File: src/rtl/alu_pkg.sv
// Shared encodings for the ALU issue unit: operation codes, FSM states and
// register-file geometry.
package alu_pkg;

    localparam int unsigned REG_COUNT_DEFAULT = 4;
    localparam int unsigned ADDR_W            = 2;
    localparam int unsigned DATA_W            = 8;

    typedef enum logic [2:0] {
        OP_PASSB = 3'd0,
        OP_NOT   = 3'd1,
        OP_AND   = 3'd2,
        OP_OR    = 3'd3,
        OP_XOR   = 3'd4
    } alu_op_e;

    typedef enum logic [1:0] {
        IDLE = 2'd0,
        EXEC = 2'd1,
        WB   = 2'd2
    } state_e;

    // Encodings above OP_XOR have no defined ALU behaviour.
    function automatic logic op_legal(input logic [2:0] op);
        return op <= OP_XOR;
    endfunction

endpackage

File: src/rtl/regfile_4x8.sv
// Operand storage: two asynchronous read ports, one synchronous write port,
// asynchronous active-low clear.
module regfile_4x8
    import alu_pkg::*;
#(
    parameter int unsigned REG_COUNT = REG_COUNT_DEFAULT
) (
    input  logic              clk,
    input  logic              rst_n,
    input  logic [ADDR_W-1:0] rd_addr_a,
    output logic [DATA_W-1:0] rd_data_a,
    input  logic [ADDR_W-1:0] rd_addr_b,
    output logic [DATA_W-1:0] rd_data_b,
    input  logic              wr_en,
    input  logic [ADDR_W-1:0] wr_addr,
    input  logic [DATA_W-1:0] wr_data
);

    logic [DATA_W-1:0] regs [REG_COUNT];

    always_ff @(posedge clk or negedge rst_n) begin
        if (!rst_n) begin
            for (int unsigned i = 0; i < REG_COUNT; i++) begin
                regs[i] <= '0;
            end
        end else if (wr_en) begin
            regs[wr_addr] <= wr_data;
        end
    end

    always_comb begin
        rd_data_a = regs[rd_addr_a];
        rd_data_b = regs[rd_addr_b];
    end

endmodule

File: src/rtl/alu_issue_unit.sv
// Serial issue stage: accepts one instruction, drives the external ALU for one
// cycle, writes the result back and reports it during a single WB cycle.
module alu_issue_unit
    import alu_pkg::*;
#(
    parameter int unsigned REG_COUNT = REG_COUNT_DEFAULT
) (
    input  logic              clk,
    input  logic              rst_n,
    input  logic              in_valid,
    output logic              in_ready,
    input  logic [2:0]        in_op,
    input  logic [ADDR_W-1:0] in_rd,
    input  logic [ADDR_W-1:0] in_rs,
    input  logic              in_use_imm,
    input  logic [DATA_W-1:0] in_imm,
    output logic [2:0]        alu_sel,
    output logic [DATA_W-1:0] alu_a,
    output logic [DATA_W-1:0] alu_b,
    input  logic [DATA_W-1:0] alu_c,
    output logic              res_valid,
    output logic [DATA_W-1:0] res_data,
    output logic [ADDR_W-1:0] res_rd,
    output logic              res_err
);

    state_e            state;
    logic [ADDR_W-1:0] rd_q;
    logic [DATA_W-1:0] rd_data_a;
    logic [DATA_W-1:0] rd_data_b;
    logic              handshake;
    logic              wr_en;
    logic              legal;

    always_comb begin
        in_ready  = rst_n && (state == IDLE);
        handshake = in_valid && in_ready;
        legal     = op_legal(alu_sel);
        wr_en     = (state == EXEC) && legal;
    end

    // Operands are read straight from the instruction fields so they are
    // latched into alu_a/alu_b on the accepting edge.
    regfile_4x8 #(
        .REG_COUNT(REG_COUNT)
    ) u_regfile (
        .clk       (clk),
        .rst_n     (rst_n),
        .rd_addr_a (in_rd),
        .rd_data_a (rd_data_a),
        .rd_addr_b (in_rs),
        .rd_data_b (rd_data_b),
        .wr_en     (wr_en),
        .wr_addr   (rd_q),
        .wr_data   (alu_c)
    );

    always_ff @(posedge clk or negedge rst_n) begin
        if (!rst_n) begin
            state     <= IDLE;
            rd_q      <= '0;
            alu_sel   <= '0;
            alu_a     <= '0;
            alu_b     <= '0;
            res_valid <= 1'b0;
            res_data  <= '0;
            res_rd    <= '0;
            res_err   <= 1'b0;
        end else begin
            unique case (state)
                IDLE: begin
                    if (handshake) begin
                        rd_q    <= in_rd;
                        alu_sel <= in_op;
                        alu_a   <= rd_data_a;
                        alu_b   <= in_use_imm ? in_imm : rd_data_b;
                        state   <= EXEC;
                    end
                end
                EXEC: begin
                    res_valid <= 1'b1;
                    res_rd    <= rd_q;
                    res_err   <= !legal;
                    res_data  <= legal ? alu_c : '0;
                    state     <= WB;
                end
                WB: begin
                    res_valid <= 1'b0;
                    state     <= IDLE;
                end
                default: state <= IDLE;
            endcase
        end
    end

endmodule
File: config.mk
export PLATFORM = sky130hd
export DESIGN_NAME = alu_issue_unit
export DESIGN_NICKNAME = d
export VERILOG_FILES = /design/src/rtl/alu_pkg.sv /design/src/rtl/regfile_4x8.sv /design/src/rtl/alu_issue_unit.sv
export SDC_FILE = /design/constraint.sdc
export NUM_CORES = 1
export LEC_CHECK = 0
export CELL_PAD_IN_SITES_DETAIL_PLACEMENT = 0
export CELL_PAD_IN_SITES_GLOBAL_PLACEMENT = 1
export CORE_ASPECT_RATIO = 0.7
export CORE_MARGIN = 5
export CORE_UTILIZATION = 40
export CTS_CLUSTER_SIZE = 28
export DETAILED_ROUTE_END_ITERATION = 6
export PLACE_DENSITY = 0.88
export REMOVE_ABC_BUFFERS = 1
export SLEW_MARGIN = 25
export SYNTH_ARGS = -nofsm -noshare
export SYNTH_HDL_FRONTEND = slang
export SYNTH_SLANG_ARGS = --single-unit
File: constraint.sdc
create_clock -name clk -period 1.7 [get_ports clk]
set_clock_uncertainty 0.05 [all_clocks]
set_input_delay 0.255 -clock clk [delete_from_list [all_inputs] [get_ports clk]]
set_output_delay 0.255 -clock clk [all_outputs]
set_load 0.01 [all_outputs]
# ---- Word-level counts from Yosys, hierarchy flattened
# Cells that the tools add are included.
dict set report word_totals {
  reg_bits 67
  latch_bits 0
  ram_bits 0
  romBits 0
  inputBits 27
  output_inout_bits 32
  elab_cells 46
  memories 0
}
dict set report classes {
  addsub 0
  mul 0
  div_mod_pow 0
  order_cmp 5
  n_eq_ne 3
  shifts 0
  muxes 14
  bitwise_logic 3
  n_reduce_logical 8
}
# cell count
set op_table {}
lappend op_table {{8-bit 2-to-1 mux} 7}
lappend op_table {{8-bit binary-select mux with 2-bit select} 2}
lappend op_table {{32-bit bitwise mux} 1}
lappend op_table {{8-bit demux with 2-bit select} 1}
lappend op_table {{3-bit >= comparator, second input constant} 3}
lappend op_table {{2-bit NOT with 3-bit output} 3}
lappend op_table {{1-bit logical AND} 4}
lappend op_table {{2-bit one-hot mux with 2 select lines} 1}
lappend op_table {{3-bit <= comparator, second input constant} 1}
lappend op_table {{3-bit by 1-bit less-than comparator with 1-bit output, second input constant} 1}
lappend op_table {{2-bit by 1-bit equality test with 1-bit output, second input constant} 1}
lappend op_table {{2-bit equality test, second input constant} 1}
lappend op_table {{2-bit logical NOT} 1}
lappend op_table {{2-bit 2-to-1 mux} 1}
lappend op_table {{2-bit inequality test, second input constant} 1}
lappend op_table {{1-bit one-hot mux with 2 select lines} 1}
lappend op_table {{2-bit AND reduction} 1}
lappend op_table {{2-bit nonzero test} 1}
lappend op_table {{1-bit logical NOT} 1}

# ---- Longest topological paths before layout
dict set report depth {
  depth_word 6
  mapped_depth 7
  ltp_nobuf 5
}

# ---- Hierarchy
# A second synthesis with hierarchy kept.
dict set report unflattened {
  hier_cells 212
  hier_area_um2 3181.8
}
# module instances cells_each area_per_inst_um2 seq_area_each_um2
set modules_own_cells {}
lappend modules_own_cells {alu_issue_unit 1 124 1591.5 875.8}
lappend modules_own_cells {regfile_4x8 1 88 1590.3 800.8}

# ---- Worst setup path before layout
# Ideal clock, no wire load.
dict set report synth_path {
  kind {register to register}
  startpoint {register state[1]}
  endpoint {register u_regfile.regs[16] (netlist bit)}
  setup_ns 0.125
  t_arrival_ns 1.334
  required_time_ns 1.525
  slack_ns 0.192
  stages_incl_launch_ff 6
  path_buffers 1
  period_less_slack_ns 1.508
  cell_sequence {dfrtp_1 -> inv_1 -> ha_1 -> buf_2 -> nand4b_4 -> mux2_2}
}
dict set report synth_between {
  elab_chain_len 2
}
# item line
set synth_lines {}
lappend synth_lines {{start: declaration} alu_issue_unit.sv:27} ;# state_e state;
lappend synth_lines {{start signal: assignment} alu_issue_unit.sv:60} ;# state <= IDLE;
lappend synth_lines {{start signal: assignment} alu_issue_unit.sv:77} ;# state <= EXEC;
lappend synth_lines {{start signal: assignment} alu_issue_unit.sv:85} ;# state <= WB;
lappend synth_lines {{2-bit by 1-bit equality test with 1-bit output} alu_issue_unit.sv:39} ;# wr_en = (state == EXEC) && legal;
lappend synth_lines {{1-bit logical AND} alu_issue_unit.sv:39}
lappend synth_lines {{end signal: indexed assignment} regfile_4x8.sv:27} ;# regs[wr_addr] <= wr_data;
lappend synth_lines {{end: declaration} regfile_4x8.sv:19} ;# logic [DATA_W-1:0] regs [REG_COUNT];
# Every way passes these cells.
# A chain may end at the register's enable or synchronous reset.

# ---- Worst setup path after layout
dict set report layout_path {
  startpoint {register state[1]}
  endpoint {output port in_ready}
}
dict set report layout_between {
  elab_chain_len 2
}
# item line
set layout_lines {}
lappend layout_lines {{2-bit logical NOT} alu_issue_unit.sv:36} ;# in_ready = rst_n && (state == IDLE);
lappend layout_lines {{1-bit logical AND} alu_issue_unit.sv:36}
lappend layout_lines {{end: declaration} alu_issue_unit.sv:11} ;# output logic in_ready,
# Every way passes these cells.

==> impl_metrics.py <==
metrics = {
    "final_layout": {
        "stdcell_area_um2": 4130,
        "synthToLayoutAreaGrowth_pct": 33.5,
        "layout.core_utilization": 0.556,
        "antenna-diode-count": 0,
        "fraction_of_layout_cells_with_a_size_suffix_above_1": 0.301,
        "final_net_count": 329,
        "fillers": 621,
    },
    "synth": {
        "synth_largest_area_cell": "dfrtp_1",
        "synth.cell_area_um2": 3090,
        "synthMuxAreaShare": 0.277,
        "synthCells": 224,
        "yosys_warnings": 0,
        "synth-compound-area-share": 0.0409,
        "post_synth_num_cell_types": 22,
        "ys_ff_latch": 67,
        "synth_seq_area_share": 0.543,
        "postSynth.asyncResetShare": 1.00,
        "edff_count_synth": 0,
        "syn_avg_cell_area_um2": 13.8,
        "top_area_cells_in_the_synthesized_netlist": "dfrtp_1, mux2_2, mux4_2, nand2_1, mux2i_1",
        "yosys.area_share.simple": 0.0980,
        "synth-xor-area-share": 0,
        "synth_top_area_frac": 0.543,
        "synth_top_family_by_area": "multiplexers",
        "synth_fa_ha_area_frac": 0.0202,
        "yosys.cell_count.top_type": "dfrtp_1",
        "synth_flop_cell": "dfrtp_1",
        "ranking_of_synthesized_cells_by_instance_count": "dfrtp_1, nand2_1, mux2_2",
    },
    "timing": {
        "worst_slew_margin_rel": 0.640,
        "finalHoldViolCount": 0,
        "post-route-worst-setup-slack_ns": 0.0677,
        "tightestPinTransition_ns": 0.541,
        "final.min_clock_period_ns": 1.63,
        "timing.final.crit_share": 0.960,
        "final_slew_violations": 0,
        "finalSetupViolCount": 0,
        "clock.fmax_ghz": 0.613,
    },
    "worst_setup_path": {
        "arrival_ns": 1.33,
        "criticalPathCategory": "flop to output pin",
        "timing.critical_path.fanout_max": 4,
        "cp_cell_sequence": "inv_2 > ha_4 > and2_1 > clkdlybuf4s15_2",
        "crit_path_max_incr_delay_ns": 0.39,
        "end_kind": "output pin",
        "worst-endpoint-required_ns": 1.39,
        "worstSetupStartpointType": "flop",
        "crit_buf_inv": 2,
        "crit_slowest_cell": "dfrtp_1",
        "critical_path.top_delay_family": "flip-flops",
    },
    "grt": {
        "grt_first_pass_wirelength_um": 11500,
        "grt_start_max_net_pins": 44,
        "first_global_vias": 2172,
        "globalRoute.totalOverflow": 0,
        "grt.total_usage": 0.156,
        "antenna_found_initial": 0,
    },
    "clocking": {
        "tritoncts.num_buffers": 9,
        "tritoncts": "built",
        "clk_path_buf_depth": 2,
        "ctsHtreeMaxLevel": 3,
        "cts_root_buf": "clkbuf_8",
        "clk-insertion-delay-late_ns": 0.35,
        "cts_num_sinks": 67,
        "clock_pin_slew_of_the_registers_on_the_worst_case_setup_and_hold_paths_ns": 0.08,
    },
    "run_status": {
        "outcome": "finished clean",
    },
    "pwr": {
        "intPower_mw": 5.12,
        "power_frac_clock": 0.187,
        "peakVddDrop_uv": 680,
        "power_frac_comb": 0.413,
        "cellLeakagePower_nw": 1.79,
        "switching_power_mw": 2.38,
        "pwr-share-seq": 0.400,
        "netSwitchingFraction": 0.317,
        "powerDensity_nw_per_um2": 1820,
    },
    "floorplanning": {
        "placement_rows": 26,
        "die-area_um2": 9610,
        "coreArea_um2": 7420,
        "dieWidth_um": 115,
        "boundaryPins": 59,
        "die_height_um": 83.5,
        "initial_utilization": 0.417,
    },
    "drt": {
        "remaining_drc_errors": 0,
        "detailedRoute.firstPassIterationCount": 4,
        "drt-initial-drc-count": 115,
        "post_drt_via_cell_ratio": 5.17,
        "ant_nets": 0,
        "detail_route.wirelength.met1_um": 3370,
        "routed-wl-met3_um": 431,
        "routed.top_layer": "met4",
        "dr_total_vias": 2066,
        "wl_um": 6840,
        "wire_per_inst_um": 17.1,
        "met2WireLength_um": 2970,
    },
    "flow_run": {
        "cap_violations": 0,
    },
    "place": {
        "routabilityCongestion": 0.765,
        "port_buffers": 58,
        "dp_hpwl_um": 4860,
        "placed_cell_area_um2": 3870,
        "pre_cts_ws_ns": -0.137,
    },
    "min_path": {
        "holdCritPathClass": "input port to flop",
    },
}
## per-layer routing
layer | track usage | vias to the layer above
met4 | 0.0554 | 0
met5 | 0 | -
met1 | 0.227 | 1045
li1 | - | 950
met2 | 0.218 | 67
met3 | 0.0493 | 4
## through the flow
stage	TNS (ns)	power, mW	hold WS [ns]	std cells
2_1_floorplan	0	4.65	-0.0906	213
3_3_place_gp	-0.702	5.96	0.275	380
6_report	0	7.50	0.392	400
4_1_cts	0	7.52	0.377	398
3_5_place_dp	-0.992	6.06	0.279	380
5_1_grt	-0.0141	8.03	0.402	400
## flip-flops by register name, indices dropped and copies added (netlist names)
| register | count |
|---|---|
| alu_a | 8 |
| res_err | 1 |
| state | 2 |
| res_rd | 2 |
| u_regfile.regs | 32 |
| res_data | 8 |
| alu_b | 8 |
| res_valid | 1 |
| rd_q | 2 |
| alu_sel | 3 |
## logic make-up (layout without fill, tap and decap cells)
family	Yosys count	after routing
flip-flops	67	67
AND/OR/NAND/NOR	59	59
AO/OA/AOI/OAI	17	17
adder cells (fa/ha/maj)	5	5
buffers and inverters	15	93
multiplexers	61	61
## power by group through the flow
stage	Clock, mW	Sequential (mW)	Combinational (mW)
after global routing	1.51	3.11	3.41
after detailed placement	0	3.00	3.06
after floorplan	0	3.00	1.65
after CTS	1.44	2.99	3.09
after global placement	0	3.00	2.96
final	1.40	3.00	3.09
## layout make-up
cell class,count,area (µm²),share of cell area
Clock buffer,11,131,0.0318
Clock inverter,5,77.6,0.0188
Inverter,4,15.0,0.00364
Multi-Input combinational cell,142,1360,0.330
Sequential cell,67,1680,0.406
Tap cell,98,123,0.0297
Timing Repair Buffer,73,742,0.180
## placed cells by master, fill, tap and decap left out, types with 4 or more instances in the layout
cell type and count:
a21oi_1 8, a22o_1 8, buf_12 4, buf_4 10, clkbuf_8 9, clkdlybuf4s50_1 56
dfrtp_1 67, ha_1 4, mux2_2 36, mux2i_1 9, mux4_2 16, nand2_1 40
nor2_1 11
## what timing repair did
action,4_1_cts,5_1_grt
hold buffers,1,0
buffers inserted,1,2
setup endpoints to repair,1,1
resized for setup,5,2
endpoints found under the hold margin,26,0
## worst paths after layout
path | start | end | slack (ns) | depth (start not counted)
max | state[1]$_DFFE_PN0P_ | in_ready | 0.07 | 4
min | in_op[0] | alu_sel[0]$_DFFE_PN0P_ | 0.39 | 3
max reg2reg | state[0]$_DFFE_PN0P_ | u_regfile.regs[2]$_DFFE_PN0P_ | 0.08 | 5
min reg2reg | alu_a[7]$_DFFE_PN0P_ | alu_a[7]$_DFFE_PN0P_ | 0.43 | 2
max in group asynchronous | rst_n | alu_a[0]$_DFFE_PN0P_ | 0.68 | 3
min in group asynchronous | rst_n | alu_a[6]$_DFFE_PN0P_ | 0.45 | 3
## worst min-delay path, cell delays in order
cell and delay, ns:
clkdlybuf4s50_1 0.39, nand2_1 0.05, nand2_1 0.04
No activity file was read; power rests on OpenSTA's default activity.
